==> src/rtl/fb_rd_line_sched.sv <==
// Line-read scheduler for the frame-buffer read path.
// Picks the frame buffer on each VS rising edge, then issues one DDR read
// per active line, paced by line-buffer credits from the downstream stage.
module fb_rd_line_sched #(
    parameter int C_ADDR_W       = 32,
    parameter int C_LEN_W        = 24,
    parameter int C_LINE_CREDITS = 2
) (
    input  logic                CLK_I,
    input  logic                RST_I,
    input  logic                PIXEL_VS_I,
    input  logic [C_ADDR_W-1:0] CFG_BASE_ADDR_I,
    input  logic [C_ADDR_W-1:0] CFG_FRAME_SIZE_I,
    input  logic [C_ADDR_W-1:0] CFG_LINE_STRIDE_I,
    input  logic [15:0]         CFG_H_ACTIVE_I,
    input  logic [15:0]         CFG_V_ACTIVE_I,
    input  logic [7:0]          ACTUAL_DDR_BYTE_NUM_I,
    input  logic [1:0]          WR_FRAME_IDX_I,
    output logic                RD_REQ_O,
    output logic [C_ADDR_W-1:0] RD_ADDR_O,
    output logic [C_LEN_W-1:0]  RD_LEN_O,
    input  logic                RD_ACK_I,
    input  logic                RD_DONE_I,
    input  logic                LINE_CONSUMED_I,
    output logic [1:0]          RD_FRAME_IDX_O,
    output logic                FRAME_DONE_O,
    output logic                FRAME_ERR_O,
    output logic                CFG_ERR_O
);

    typedef enum logic [2:0] {
        S_IDLE,
        S_FRAME_START,
        S_WAIT_CREDIT,
        S_REQ,
        S_WAIT_DONE
    } state_t;

    // Credit counter is 3 bits: up to 7 downstream line buffers.
    localparam logic [2:0] CRED_MAX = 3'(C_LINE_CREDITS);

    state_t                state_q, state_d;
    logic                  vs_q;
    logic                  pend_q, pend_d;
    logic [2:0]            cred_q, cred_d;
    logic [15:0]           line_cnt_q, line_cnt_d;
    logic [15:0]           v_active_q, v_active_d;
    logic [C_ADDR_W-1:0]   line_addr_q, line_addr_d;
    logic [C_ADDR_W-1:0]   stride_q, stride_d;
    logic [C_LEN_W-1:0]    len_q, len_d;
    logic [1:0]            idx_q, idx_d;
    logic                  done_q, done_d;
    logic                  err_q, err_d;
    logic                  cfg_err_q, cfg_err_d;

    logic                  vs_edge;
    logic                  ack;
    logic [15:0]           line_cnt_inc;
    logic [C_ADDR_W-1:0]   frame_base;
    logic [23:0]           prod;
    logic [C_LEN_W+23:0]   prod_ext;

    assign vs_edge      = PIXEL_VS_I & ~vs_q;
    assign ack          = (state_q == S_REQ) & RD_ACK_I;
    assign line_cnt_inc = line_cnt_q + 16'd1;

    // Full 24-bit product; anything above C_LEN_W is an overflow.
    assign prod     = 24'(CFG_H_ACTIVE_I) * 24'(ACTUAL_DDR_BYTE_NUM_I);
    assign prod_ext = {{C_LEN_W{1'b0}}, prod};

    // Frame base: index 3 is not a valid buffer and falls back to buffer 0.
    always_comb begin
        case (WR_FRAME_IDX_I)
            2'd1:    frame_base = CFG_BASE_ADDR_I + CFG_FRAME_SIZE_I;
            2'd2:    frame_base = CFG_BASE_ADDR_I + {CFG_FRAME_SIZE_I[C_ADDR_W-2:0], 1'b0};
            default: frame_base = CFG_BASE_ADDR_I;
        endcase
    end

    // Next-state, credit accounting and output pulse generation.
    always_comb begin
        state_d     = state_q;
        pend_d      = pend_q;
        cred_d      = cred_q;
        line_cnt_d  = line_cnt_q;
        v_active_d  = v_active_q;
        line_addr_d = line_addr_q;
        stride_d    = stride_q;
        len_d       = len_q;
        idx_d       = idx_q;
        done_d      = 1'b0;
        err_d       = 1'b0;
        cfg_err_d   = cfg_err_q;

        // A VS edge mid-frame is remembered and acted on once the
        // current handshake has finished.
        if (vs_edge && (state_q == S_WAIT_CREDIT || state_q == S_REQ ||
                        state_q == S_WAIT_DONE))
            pend_d = 1'b1;

        // Simultaneous ack and consume cancel out.
        if (LINE_CONSUMED_I && !ack) begin
            if (cred_q != CRED_MAX)
                cred_d = cred_q + 3'd1;
        end else if (ack && !LINE_CONSUMED_I) begin
            cred_d = cred_q - 3'd1;
        end

        case (state_q)
            S_IDLE: begin
                if (vs_edge)
                    state_d = S_FRAME_START;
            end
            S_FRAME_START: begin
                idx_d       = (WR_FRAME_IDX_I == 2'd3) ? 2'd0 : WR_FRAME_IDX_I;
                line_addr_d = frame_base;
                stride_d    = CFG_LINE_STRIDE_I;
                v_active_d  = CFG_V_ACTIVE_I;
                len_d       = prod_ext[C_LEN_W-1:0];
                if (|prod_ext[C_LEN_W+23:C_LEN_W])
                    cfg_err_d = 1'b1;
                line_cnt_d  = 16'd0;
                cred_d      = CRED_MAX;
                pend_d      = 1'b0;
                if (CFG_H_ACTIVE_I == 16'd0 || CFG_V_ACTIVE_I == 16'd0) begin
                    done_d  = 1'b1;
                    state_d = S_IDLE;
                end else begin
                    state_d = S_WAIT_CREDIT;
                end
            end
            S_WAIT_CREDIT: begin
                if (pend_q) begin
                    err_d   = 1'b1;
                    state_d = S_FRAME_START;
                end else if (cred_q != 3'd0) begin
                    state_d = S_REQ;
                end
            end
            S_REQ: begin
                if (RD_ACK_I)
                    state_d = S_WAIT_DONE;
            end
            S_WAIT_DONE: begin
                if (RD_DONE_I) begin
                    line_cnt_d  = line_cnt_inc;
                    line_addr_d = line_addr_q + stride_q;
                    if (line_cnt_inc == v_active_q) begin
                        done_d  = 1'b1;
                        state_d = S_IDLE;
                    end else if (pend_q) begin
                        err_d   = 1'b1;
                        state_d = S_FRAME_START;
                    end else begin
                        state_d = S_WAIT_CREDIT;
                    end
                end
            end
            default: state_d = S_IDLE;
        endcase
    end

    // State register; reset overrides everything else in the same cycle.
    always_ff @(posedge CLK_I) begin
        if (RST_I) begin
            state_q     <= S_IDLE;
            vs_q        <= 1'b0;
            pend_q      <= 1'b0;
            cred_q      <= CRED_MAX;
            line_cnt_q  <= 16'd0;
            v_active_q  <= 16'd0;
            line_addr_q <= '0;
            stride_q    <= '0;
            len_q       <= '0;
            idx_q       <= 2'd0;
            done_q      <= 1'b0;
            err_q       <= 1'b0;
            cfg_err_q   <= 1'b0;
        end else begin
            state_q     <= state_d;
            vs_q        <= PIXEL_VS_I;
            pend_q      <= pend_d;
            cred_q      <= cred_d;
            line_cnt_q  <= line_cnt_d;
            v_active_q  <= v_active_d;
            line_addr_q <= line_addr_d;
            stride_q    <= stride_d;
            len_q       <= len_d;
            idx_q       <= idx_d;
            done_q      <= done_d;
            err_q       <= err_d;
            cfg_err_q   <= cfg_err_d;
        end
    end

    assign RD_REQ_O       = (state_q == S_REQ);
    assign RD_ADDR_O      = line_addr_q;
    assign RD_LEN_O       = len_q;
    assign RD_FRAME_IDX_O = idx_q;
    assign FRAME_DONE_O   = done_q;
    assign FRAME_ERR_O    = err_q;
    assign CFG_ERR_O      = cfg_err_q;

endmodule

==> config.mk <==
export PLATFORM = sky130hd
export DESIGN_NAME = fb_rd_line_sched
export DESIGN_NICKNAME = d
export VERILOG_FILES = /design/src/rtl/fb_rd_line_sched.sv
export SDC_FILE = /design/constraint.sdc
export NUM_CORES = 1
export LEC_CHECK = 0
export ABC_CLOCK_PERIOD_IN_PS = 11600
export CAP_MARGIN = 20
export CORE_UTILIZATION = 37
export CTS_BUF_LIST = sky130_fd_sc_hd__clkbuf_8
export CTS_CLUSTER_DIAMETER = 120
export CTS_CLUSTER_SIZE = 40
export DETAILED_ROUTE_END_ITERATION = 10
export GPL_TIMING_DRIVEN = 1
export PLACE_DENSITY = 0.55
export SKIP_LAST_GASP = 1
export SLEW_MARGIN = 15
export SYNTH_ARGS = -nofsm -noshare
export SYNTH_HDL_FRONTEND = slang
export SYNTH_SLANG_ARGS = --single-unit
==> constraint.sdc <==
create_clock -name CLK_I -period 11.6 [get_ports CLK_I]
set_input_delay 2.32 -clock CLK_I [delete_from_list [all_inputs] [get_ports CLK_I]]
set_output_delay 2.32 -clock CLK_I [all_outputs]
set_load 0.05 [all_outputs]
# After elaboration in Yosys (flattened, before gate mapping)
# Cells that the tools add are included.
# op_classes
mul,1
reduce_logical,18
muxes,26
eq_ne,14
addsub,6
n_bitwise,3
# op_table
operator,n
$pmux 32 s2,2
$add 32x32->32,3
$logic_not 16->1,2
$mux 32,1
$pmux 16 s2,1
$mul 16x8->24,1
$mux 3,8
$add 16x1->16 const B,1
$eq 16x16->1,1
$mux 16,1
$pmux 3 s5,1
$mux 2,4
$eq 3x2->1 const B,2
$mux 1,6
$ne 3x2->1 const B,2
$eq 2x2->1 const B,2
$ne 2x1->1 const B,2
$ne 2x2->1 const B,2
$pmux 1 s2,2
$reduce_and 2->1,2
$reduce_and 4->1,1
$reduce_bool 2->1,2
$add 3x1->3 const B,1
$eq 3x1->1 const B,1
11 further kinds,17
# totals
input_bits,144
register_bits,132

# Longest topological paths before layout
# Gate-level depths: netlist of run 1.
# depth
ltp_word,6
depth_mapped,21
depth_no_buf,20

# Worst setup path after synthesis of run 1
# OpenSTA, ideal clock, no wires.
# synth_path
path_kind,input-to-reg
from,input ACTUAL_DDR_BYTE_NUM_I[2]
to,"register len_q[22], in the netlist RD_LEN_O[22]"
setup_slack_ns,4.387
cell_stages,19
arrival_ns,7.142
cell_sequence,clkbuf_1 -> and2_1 -> fa_1 -> fa_1 -> fa_1 -> inv_1 -> fa_1 -> inv_1 -> ha_1 -> a21o_1 -> a21o_1 -> a2111oi_0 -> nand2_1 -> or3_1 -> a31o_2 -> a21oi_1 -> xnor2_1 -> nand2_1 -> a21oi_1
# synth_between
elab_chain_len,1
# synth_rtl
item,line,rtl
"start, declared",17,"input logic [7:0] ACTUAL_DDR_BYTE_NUM_I,"
$mul 16x8->24,68,assign prod = 24'(CFG_H_ACTIVE_I) * 24'(ACTUAL_DDR_BYTE_NUM_I);
"end signal, assigned",188,len_q <= len_d;
"end, declared",50,"logic [C_LEN_W-1:0] len_q, len_d;"
# Every way passes these cells.
# A chain may end at the register's enable or synchronous reset.

# Final worst setup path of run 1
# Ends and elaborated chain as after synthesis.

==> reports/summary.txt, run 1 <==
Post-synth EDFFs = 0
hold depth = 2
setup tns final = 0 ns
Seq cells post-synth = 132
worst hold start = RD_LEN_O[1]
count of buffer and inverter cells on the critical path = 3
Post-Syn Area per Cell = 7.656 um2
CTS Sinks = 132
Final period util = 0.6751
CTS buffer count = 17
r2r endpoint = RD_ADDR_O[30]
IO Pins = 206
Worst Hold Class = register to register
htree depth = 4
P&R area growth vs syn = 18.60%
Crit Path Class = input pin to register
Top delay family on crit path = adder cells
first-pass GRT wire length = 77.91 mm
final hold violation count = 0
Hold Buf Count CTS = 0
first-iteration detailed-routing DRC count = 983
sequential area share after synthesis = 0.1742
die height = 204.5 um
Post-Syn Area = 15170 um2
critical path startpoint category = input pin
Overflow after GRT = 0
worst vdd ir = 0.08828 mV
gpl congestion = 0.8937
Reg2Reg Depth = 13
core footprint = 40100 um2
CTS max path bufs = 2
number of global-route vias before repair = 14.46k
hold worst-path end = RD_LEN_O[1]
Worst-Skew Late Latency = 0.46 ns
max capacitance violation total = 0
post-synth cell types = 86
GRT Total Usage = 0.2359
critical path's slowest cell = a2111oi_0
RR Startpoint = RD_ADDR_O[0]
Avg WL per Cell = 18.52 um
pin count of the biggest net entering global routing = 84
Total Routed Length = 49.36 mm
Worst Path Max Fanout = 16
Reg2Reg Setup Slack = 8.12 ns
Critical Path Most Common Cell = fa_1
Starting Density = 0.3783
HPWL Detailed = 38.76 mm
Die ar. = 41810 um2
CP cell instances = clkdlybuf4s50_1, and2_1, fa_1, fa_1, fa_1, inv_1, fa_1, inv_1, ha_1, a21o_1, a21o_1, a2111oi_0, nand2_1, or3_1, a31o_2, a21oi_1, xnor2_1, nand2_1, a21oi_1
Rel. slew slack = 0.3193
Die Wd = 204.5 um
port bufs = 204
final worst slack = 3.768 ns
RSZ-0062 raised after global routing = false
Slew Viols, Final = 0
P_leak = 7.508 nW
fin nets = 2496
via/cell ratio = 5.513
nature of the critical path endpoint = register
initial antenna violation count = 2
Setup-failing EPs final = 0
Synth Instances = 1981
YS warnings = 0
clock root cell = clkbuf_8
post-route ant nets = 0
Post-Place Setup Slack = 3.288 ns
Crit path required time = 11.99 ns
row cnt = 73
clk slew on worst S/H paths = 0.09 ns
Residual DRC = 0
status = completed
syn nets = 2352
CP Launch Point = ACTUAL_DDR_BYTE_NUM_I[2]
asr flop ratio synth = 0
FMAX = 127.7 MHz
post_cts resized = 0
Slew @ Worst Pin = 1.021 ns
DR pass1 iterations = 5
crit-path max cell delay = 0.77 ns
Worst path depth = 19
Post-CTS Repair Setup Buffers = 0
Vias = 14.69k
crit path time final = 7.832 ns
Main synth FF type = dfxtp_1
Power Density = 175.2 nW/um2
clock tree from TritonCTS = done
Clock Skews = 0.01344 ns
arrival time worst endpoint = 8.23 ns
layout cells sized above 1 = 0.03274
## power by group
part / switching (mW) / total, mW / internal (mW)
registers: 0.121 / 0.688 / 0.566
logic: 1.25 / 2.03 / 0.785
clock network: 0.213 / 0.431 / 0.218
total: 1.58 / 3.15 / 1.57
## cell usage in the layout, fill, tap and decap left out, types with 12 or more instances in the layout
| master | netlist | final |
|---|---|---|
| nor3_1 | 58 | 58 |
| a31oi_1 | 22 | 22 |
| dfxtp_1 | 132 | 132 |
| ha_1 | 139 | 139 |
| and2_1 | 118 | 118 |
| a21oi_1 | 201 | 201 |
| nand2b_1 | 14 | 14 |
| nor4_1 | 16 | 16 |
| nand4_1 | 12 | 12 |
| nand2_1 | 253 | 253 |
| nor2_1 | 129 | 127 |
| clkdlybuf4s50_1 | 0 | 203 |
| fa_1 | 88 | 88 |
| and3_1 | 23 | 23 |
| inv_1 | 135 | 135 |
| nand3_1 | 40 | 40 |
| o21bai_1 | 20 | 20 |
| a221oi_1 | 23 | 23 |
| clkbuf_8 | 4 | 17 |
| o22ai_1 | 12 | 12 |
| o21a_1 | 19 | 19 |
| a21o_1 | 53 | 53 |
| nor2b_1 | 16 | 16 |
| or3_1 | 13 | 13 |
| o21ai_0 | 84 | 84 |
| xnor2_1 | 84 | 84 |
| a211oi_1 | 33 | 33 |
| xor2_1 | 32 | 32 |
## cell usage after synthesis, types with 3 or more instances
master,number,area [um2]
o221ai_1,3,26.28
and2_1,118,738.2
a31oi_1,22,137.6
a311oi_1,3,26.28
o31ai_1,11,82.58
buf_2,3,15.01
a21oi_1,201,1006
o21bai_1,20,150.1
and3_1,23,143.9
a21o_1,53,397.9
or3_1,13,81.33
xnor2_1,84,735.7
o21ai_0,84,420.4
buf_4,3,22.52
nand2_1,253,949.7
o22ai_1,12,75.07
a22oi_1,7,52.55
nand3b_1,9,67.56
a31o_2,4,35.03
nand3_1,40,200.2
dfxtp_1,132,2643
a221oi_1,23,201.4
nor2_1,129,484.2
nand4b_1,3,26.28
mux2i_1,4,40.04
nor2b_1,16,100.1
or4_1,3,22.52
fa_1,88,1762
xor2_1,32,280.3
clkbuf_1,70,262.8
a211oi_1,33,247.7
o211ai_1,9,67.56
nor4_1,16,100.1
ha_1,139,1739
nand2b_1,14,87.58
o21a_1,19,142.6
inv_1,135,506.7
nor3b_1,4,30.03
nand4_1,12,75.07
clkbuf_8,4,55.05
nor3_1,58,290.3
buf_1,7,26.28
a221o_1,3,30.03
o311ai_0,4,35.03
a2111oi_0,4,35.03
## metal layers
metal / global-route usage / part of all wire
met5: 0 / 0.00026
met4: 0.07436 / 0.022
met3: 0.02423 / 0.049
met2: 0.3969 / 0.47
met1: 0.3152 / 0.46
## layout make-up
| type | count | area, um2 |
|---|---|---|
| Antenna cell | 2 | 5.005 |
| Fill cell | 4051 | 22110 |
| Sequential cell | 132 | 2643 |
| Multi-Input combinational cell | 1624 | 11630 |
| Tap cell | 525 | 656.9 |
| Inverter | 136 | 510.5 |
| Clock buffer | 17 | 234.0 |
| Clock inverter | 15 | 192.7 |
| Timing Repair Buffer | 214 | 2115 |
## how the worst max path moves through the flow
stage / endpoint
2_1_floorplan: RD_LEN_O[22]
3_5_place_dp: RD_LEN_O[22]
4_1_cts: RD_LEN_O[22]
6_report: RD_LEN_O[22]
3_3_place_gp: RD_LEN_O[22]
5_1_grt: RD_LEN_O[22]
## registers in the layout, indices dropped and copies added (netlist names)
signal          count
RD_ADDR_O          32
FRAME_DONE_O        1
stride_q           32
RD_FRAME_IDX_O      2
vs_q                1
line_cnt_q         16
state_q             3
pend_q              1
FRAME_ERR_O         1
cred_q              3
RD_LEN_O           24
v_active_q         16
## kinds of logic after synthesis
| family | count (synthesis) | share of synthesized area |
|---|---|---|
| AOI/OAI and AO/OA | 554 | 0.2346 |
| xor gates and xnor gates | 116 | 0.06699 |
| adders and majority gates | 227 | 0.2308 |
| buffers and inverters | 225 | 0.05964 |
| DFF | 132 | 0.1742 |
| muxes | 5 | 0.003382 |
| other | 1 | 0.0002472 |
| and+or+nand+nor | 721 | 0.2301 |
## per-stage QoR
| step | instance area, um2 | total power [mW] | hold WS [ns] | utilization | instances |
|---|---|---|---|---|---|
| after floorplan | 15170 | 2.138 | 0.4400 | - | 1981 |
| after global placement | 17560 | 2.706 | 0.4425 | 0.4379 | 2631 |
| after detailed placement | 17560 | 2.724 | 0.4475 | 0.4379 | 2631 |
| after CTS | 17980 | 3.172 | 0.4589 | 0.4485 | 2663 |
| after global routing | 17990 | 3.420 | 0.4728 | 0.4486 | 2664 |
| final | 17990 | 3.151 | 0.4552 | 0.4486 | 2665 |
## worst reg2reg max path, cell delays in order (launching register included)
cell      delay [ns]
dfxtp_1         0.37
ha_1            0.21
inv_1           0.07
fa_1            0.41
nor2b_1         0.14
o21a_1          0.16
o211ai_1        0.11
a31o_2          0.28
a21o_1          0.21
o31ai_1         0.73
nand3_1         0.19
mux2i_1         0.21
nand2_1         0.08
a311oi_2        0.24
Power figures use the tool's default switching activity.
==> run 2, diff against run 1 <==
--- a/config.mk
+++ b/config.mk
@@ -5,7 +5,7 @@
 export SDC_FILE = /design/constraint.sdc
 export NUM_CORES = 1
 export LEC_CHECK = 0
-export ABC_CLOCK_PERIOD_IN_PS = 11600
+export ABC_CLOCK_PERIOD_IN_PS = 6310
 export CAP_MARGIN = 20
 export CORE_UTILIZATION = 37
 export CTS_BUF_LIST = sky130_fd_sc_hd__clkbuf_8
@@ -13,7 +13,7 @@
 export CTS_CLUSTER_SIZE = 40
 export DETAILED_ROUTE_END_ITERATION = 10
 export GPL_TIMING_DRIVEN = 1
-export PLACE_DENSITY = 0.55
+export PLACE_DENSITY = 0.57
 export SKIP_LAST_GASP = 1
 export SLEW_MARGIN = 15
 export SYNTH_ARGS = -nofsm -noshare
==> constraint.sdc (replaced) <==
create_clock -name CLK_I -period 6.31 [get_ports CLK_I]
set_input_delay 1.262 -clock CLK_I [delete_from_list [all_inputs] [get_ports CLK_I]]
set_output_delay 1.262 -clock CLK_I [all_outputs]
set_load 0.05 [all_outputs]
==> run 2 against run 1 <==
Against the previous run: combinational power grew 99%; critical path depth increased by 1; wire length decreased by 0.21%; clock power grew 75%; clock skew grew 0.00074 ns; design area is 2.9% higher; critical path type unchanged; global-route usage about the same; count of clock-buffer cells in the layout increased by 1; first-iteration DRC count is 8.7% lower.
==> reports/summary.txt, run 2 (same netlist as run 1, synthesis figures left out) <==
count of buffer and inverter cells on the critical path = 4 (was 3)
post-route ant nets = 0 (unchanged)
DR WL met2 = 23.29 mm (was 23.23 mm)
Die ar. = 41810 um2 (unchanged)
Clock Skews = 0.01419 ns (was 0.01344 ns)
row cnt = 73 (unchanged)
Power Density = 326.4 nW/um2 (was 175.2 nW/um2)
P&R area growth vs syn = 22.09% (was 18.60%)
critical path startpoint category = input pin (unchanged)
CTS Sinks = 132 (unchanged)
htree depth = 4 (unchanged)
Critical Path Most Common Cell = fa_1 (unchanged)
clk slew on worst S/H paths = 0.08 ns (was 0.09 ns)
Final Util = 0.4618 (was 0.4486)
via/cell ratio = 5.414 (was 5.513)
arrival time worst endpoint = 6.42 ns (was 8.23 ns)
Slew Viols, Final = 0 (unchanged)
Top delay family on crit path = adder cells (unchanged)
first-iteration detailed-routing DRC count = 897 (was 983)
Worst-Skew Late Latency = 0.46 ns (about the same)
Vias = 14.81k (was 14.69k)
fin nets = 2566 (was 2496)
worst vdd ir = 0.1734 mV (was 0.08828 mV)
CTS max path bufs = 2 (unchanged)
most common cell after layout, fill and taps aside = nand2_1 (unchanged)
CP cell instances = clkdlybuf4s50_1, and2_1, fa_1, fa_1, fa_1, inv_1, fa_1, inv_1, ha_1, a21o_1, a21o_1, a2111oi_2, buf_4, nand2_1, or3_1, a31o_2, a21oi_1, xnor2_1, nand2_1, a21oi_1 (was clkdlybuf4s50_1, and2_1, fa_1, fa_1, fa_1, inv_1, fa_1, inv_1, ha_1, a21o_1, a21o_1, a2111oi_0, nand2_1, or3_1, a31o_2, a21oi_1, xnor2_1, nand2_1, a21oi_1)
Final period util = 0.9550
Die Wd = 204.5 um (unchanged)
Avg WL per Cell = 18.01 um (was 18.52 um)
Met3 Wirelength = 2.442 mm (was 2.417 mm)
P_leak = 7.849 nW (was 7.508 nW)
clock root cell = clkbuf_8 (unchanged)
Worst Path Max Fanout = 5 (was 16)
critical path's slowest cell = fa_1 (was a2111oi_0)
flip-flop and latch area = 2643 um2 (unchanged)
DRT met1 WL = 22.10 mm (was 22.60 mm)
Slew @ Worst Pin = 0.9123 ns (was 1.021 ns)
status = completed (unchanged)
GRT Total Usage = 0.2360 (was 0.2359)
DR pass1 iterations = 5 (unchanged)
Total Routed Length = 49.25 mm (was 49.36 mm)
Tot Pwr = 6.044 mW (was 3.151 mW)
core footprint = 40100 um2 (unchanged)
Worst Hold Class = register to register (unchanged)
layout cells sized above 1 = 0.06295 (was 0.03274)
crit-path max cell delay = 0.55 ns (was 0.77 ns)
HPWL Detailed = 39.73 mm (was 38.76 mm)
nature of the critical path endpoint = register (unchanged)
max capacitance violation total = 0 (unchanged)
pin count of the biggest net entering global routing = 83 (was 84)
port bufs = 204 (unchanged)
CTS buffer count = 17 (unchanged)
Starting Density = 0.3783 (unchanged)
initial antenna violation count = 4 (was 2)
top sig layer = met5 (unchanged)
FMAX = 165.9 MHz
Rel. slew slack = 0.3918 (was 0.3193)
IO Pins = 206 (unchanged)
setup tns final = 0 ns (unchanged)
first-pass GRT wire length = 78.04 mm (was 77.91 mm)
number of global-route vias before repair = 14.70k (was 14.46k)
Filler Cell Count = 4031 (was 4051)
Crit path required time = 6.70 ns (was 11.99 ns)
Residual DRC = 0 (unchanged)
multi-input logic area = 11640 um2 (was 11630 um2)
clock tree from TritonCTS = done (unchanged)
RSZ-0062 raised after global routing = false (unchanged)
gpl congestion = 0.9218 (was 0.8937)
Setup-failing EPs final = 0 (unchanged)
Overflow after GRT = 0 (unchanged)
Hold Buf Count CTS = 0 (unchanged)
most frequent cells in the layout = nand2_1 (253), clkdlybuf4s50_1 (203), a21oi_1 (201) (unchanged)
final hold violation count = 0 (unchanged)
crit path time final = 6.026 ns
Crit Path Class = input pin to register (unchanged)
die height = 204.5 um (unchanged)
-- run 2: cell types whose count changed in the layout (fill, tap and decap cells not counted) --
cell | previous run | this run
inv_1 | 135 | 137
buf_4 | 11 | 80
a2111oi_2 | 0 | 1
clkinvlp_4 | 3 | 4
buf_12 | 0 | 1
clkinv_2 | 1 | 2
clkbuf_8 | 17 | 18
inv_8 | 2 | 0
inv_6 | 5 | 0
clkinv_4 | 1 | 3
a2111oi_0 | 4 | 3
-- run 2: routing by layer --
metal | track usage | vias up
met4 | 0.08609 | 4
met5 | 0 | -
met1 | 0.3027 | 6959
met3 | 0.03045 | 70
met2 | 0.4023 | 387
li1 | - | 7386
-- run 2: worst paths after layout --
check | start | to | slack [ns] | cells after the start
worst max-delay path | ACTUAL_DDR_BYTE_NUM_I[5] | RD_LEN_O[22] | 0.28 | 20
worst max register to register | RD_ADDR_O[0] | RD_ADDR_O[30] | 2.79 | 13
worst min-delay path | RD_LEN_O[10] | RD_LEN_O[10] | 0.45 | 2
worst min register to register | RD_LEN_O[10] | RD_LEN_O[10] | 0.45 | 2
-- run 2: per-stage QoR --
stage          hold slack (ns)  cell area, um2  worst slack, ns  instances
2_1_floorplan           0.4400           15170           0.1551       1981
3_3_place_gp            0.4367           18070          -0.2778       2700
3_5_place_dp            0.4456           18070          -0.3178       2700
4_1_cts                 0.4566           18490           0.1818       2732
5_1_grt                 0.4767           18520         0.008055       2735
6_report                0.4543           18520           0.2838       2735
-- run 2: layout make-up --
| class | count | share of cell area |
|---|---|---|
| multi-input combinational | 1624 | 0.6285 |
| timing repair buffer | 284 | 0.1432 |
| inverter | 136 | 0.02757 |
| tap | 525 | 0.03547 |
| clock inverter | 14 | 0.008851 |
| antenna | 2 | 0.0002703 |
| sequential | 132 | 0.1427 |
| clock buffer | 18 | 0.01338 |
-- run 2: timing repair --
action / 4_1_cts / 5_1_grt
setup endpoints to repair: 0 / 1
setup buffers: 0 / 0
gates resized for setup: 0 / 2
-- run 2: power breakdown --
group          switching, mW  internal [mW]  leakage, nW
Clock                  0.356          0.398        0.203
Sequential             0.220           1.04         1.08
Combinational           2.35           1.67         6.57
-- run 2: worst register-to-register path, cell delays in order, from the launching register on --
cell and delay [ns]:
dfxtp_1 0.36, ha_1 0.20, inv_1 0.07, fa_1 0.41, nor2b_1 0.13, o21a_1 0.16, o211ai_1 0.11, a31o_2 0.28
a21o_1 0.22, o31ai_1 0.76, nand3_1 0.20, mux2i_1 0.21, nand2_1 0.08, a311oi_2 0.25
==> run 3, diff against run 2 <==
--- a/config.mk
+++ b/config.mk
@@ -14,6 +14,7 @@
 export DETAILED_ROUTE_END_ITERATION = 10
 export GPL_TIMING_DRIVEN = 1
 export PLACE_DENSITY = 0.57
+export SETUP_SLACK_MARGIN = 0.5
 export SKIP_LAST_GASP = 1
 export SLEW_MARGIN = 15
 export SYNTH_ARGS = -nofsm -noshare
==> run 3 against run 2 <==
Against the previous run: setup slack gained 0.39 ns; count of clock-buffer cells in the layout increased by 3; register-to-register slack better by 0.05 ns; critical endpoint is now RD_LEN_O[23]; via count grew 1.8%; largest cell class unchanged; final cell count decreased by 0.40%; clock skew increased by 0.0012 ns; fmax up 6.9%.
==> reports/summary.txt, run 3 (same netlist as run 1, synthesis figures left out) <==
status = completed (unchanged)
Power Density = 323.0 nW/um2 (was 326.4 nW/um2)
via/cell ratio = 5.535 (was 5.414)
Final Util = 0.4618 (about the same)
final worst slack = 0.6738 ns (was 0.2838 ns)
nature of the critical path endpoint = register (unchanged)
Filler Cell Count = 4070 (was 4031)
CTS Sinks = 132 (unchanged)
clock root cell = clkbuf_8 (unchanged)
critical path startpoint category = input pin (unchanged)
row cnt = 73 (unchanged)
Die Wd = 204.5 um (unchanged)
number of global-route vias before repair = 14.69k (was 14.70k)
clk slew on worst S/H paths = 0.08 ns (about the same)
CTS buffer count = 17 (unchanged)
Slew @ Worst Pin = 1.008 ns (was 0.9123 ns)
P_leak = 7.902 nW (was 7.849 nW)
RSZ-0062 raised after global routing = false (unchanged)
initial antenna violation count = 1 (was 4)
Crit Path Class = input pin to register (unchanged)
final hold violation count = 0 (unchanged)
Worst-Skew Late Latency = 0.46 ns (about the same)
fin nets = 2558 (was 2566)
Residual DRC = 0 (unchanged)
first-pass GRT wire length = 77.69 mm (was 78.04 mm)
Post-Place Setup Slack = -0.1545 ns (was -0.3178 ns)
htree depth = 4 (unchanged)
Die ar. = 41810 um2 (unchanged)
Overflow after GRT = 0 (unchanged)
Vias = 15.08k (was 14.81k)
Hold Buf Count CTS = 0 (unchanged)
Slew Viols, Final = 0 (unchanged)
Total Routed Length = 49.28 mm (was 49.25 mm)
DR pass1 iterations = 5 (unchanged)
P&R area growth vs syn = 22.08% (was 22.09%)
max capacitance violation total = 0 (unchanged)
Clock Skews = 0.01540 ns (was 0.01419 ns)
Worst Hold Class = register to register (unchanged)
first-iteration detailed-routing DRC count = 899 (was 897)
IO Pins = 206 (unchanged)
die height = 204.5 um (unchanged)
layout cells sized above 1 = 0.06733 (was 0.06295)
most frequent cells in the layout = nand2_1 (253), a21oi_1 (198), clkdlybuf4s50_1 (181) (was nand2_1 (253), clkdlybuf4s50_1 (203), a21oi_1 (201))
Final period util = 0.8932 (was 0.9550)
arrival time worst endpoint = 6.01 ns (was 6.42 ns)
FMAX = 177.4 MHz (was 165.9 MHz)
GRT Total Usage = 0.2338 (was 0.2360)
gpl congestion = 0.9431 (was 0.9218)
worst vdd ir = 0.1808 mV (was 0.1734 mV)
Setup-failing EPs final = 0 (unchanged)
post-route ant nets = 0 (unchanged)
pin count of the biggest net entering global routing = 84 (was 83)
port bufs = 204 (unchanged)
crit path time final = 5.636 ns (was 6.026 ns)
Crit path required time = 6.68 ns (was 6.70 ns)
most common cell after layout, fill and taps aside = nand2_1 (unchanged)
core footprint = 40100 um2 (unchanged)
HPWL Detailed = 39.02 mm (was 39.73 mm)
Avg WL per Cell = 18.09 um (was 18.01 um)
clock tree from TritonCTS = done (unchanged)
Worst Path Max Fanout = 8 (was 5)
CTS max path bufs = 2 (unchanged)
Starting Density = 0.3783 (unchanged)
Rel. slew slack = 0.3283 (was 0.3918)
==> run 3: changes by cell type in the layout (fill, tap and decap cells not counted), sizes merged, moves of 2 or more <==
cell	change
clkdlybuf4s15	+2
dlygate4sd2	+9
buf	-8
clkbuf	+4
dlymetal6s2s	+10
clkdlybuf4s50	-22
bufinv	-3
==> run 3: final timing paths <==
| kind | to | startpoint | cells after the start | slack, ns |
|---|---|---|---|---|
| hold / removal | RD_LEN_O[7] | RD_LEN_O[7] | 2 | 0.45 |
| hold reg to reg | RD_LEN_O[7] | RD_LEN_O[7] | 2 | 0.45 |
| setup reg to reg | RD_ADDR_O[30] | RD_ADDR_O[0] | 13 | 2.84 |
| setup / recovery | RD_LEN_O[23] | ACTUAL_DDR_BYTE_NUM_I[7] | 19 | 0.67 |
==> run 3: cell type report <==
type	count	area [um2]	share of cell area
Multi-Input combinational cell	1624	11750	0.6344
Clock buffer	21	289.0	0.01561
Clock inverter	9	57.56	0.003108
Sequential cell	132	2643	0.1427
Inverter	136	510.5	0.02757
Antenna cell	1	2.502	0.0001351
Tap cell	525	656.9	0.03548
Timing Repair Buffer	276	2611	0.1410
==> run 3: routing by layer <==
metal | global-route usage | part of all wire
met1 | 0.3068 | 0.45
met4 | 0.06557 | 0.020
met5 | 0 | 0
met3 | 0.02695 | 0.054
met2 | 0.4016 | 0.48
==> run 3: what timing repair did <==
action	CTS	global route
pin swaps	4	11
gates resized for setup	17	30
buffers inserted	0	1
gates cloned	0	0
endpoints found under the setup margin	4	10
==> run 3: critical path, stage by stage <==
cell	delay, ns
dlygate4sd2_1	0.28
buf_4	0.18
and2_1	0.16
fa_2	0.59
fa_2	0.43
fa_1	0.53
inv_1	0.05
fa_1	0.52
inv_1	0.04
ha_1	0.31
o2111a_1	0.26
a211oi_1	0.22
o21bai_1	0.13
a21boi_0	0.16
o21ai_0	0.22
buf_4	0.16
a21oi_1	0.07
o2111a_1	0.23
nor4_1	0.20
==> run 3: power breakdown <==
part           switching (mW)  internal, mW
combinational            2.38          1.69
clock                   0.340         0.305
sequential              0.218          1.04
total                    2.94          3.04
==> run 3: through the flow <==
| step | TNS, ns | cells | hold WS [ns] | power, mW | cell area [um2] |
|---|---|---|---|---|---|
| after floorplan | 0 | 1981 | 0.4400 | 3.977 | 15200 |
| after global placement | -0.1503 | 2691 | 0.4389 | 5.247 | 18040 |
| after detailed placement | -0.2399 | 2691 | 0.4475 | 5.271 | 18040 |
| after CTS | 0 | 2721 | 0.4571 | 5.947 | 18390 |
| after global routing | 0 | 2724 | 0.4728 | 6.493 | 18520 |
| final | 0 | 2724 | 0.4538 | 5.981 | 18520 |
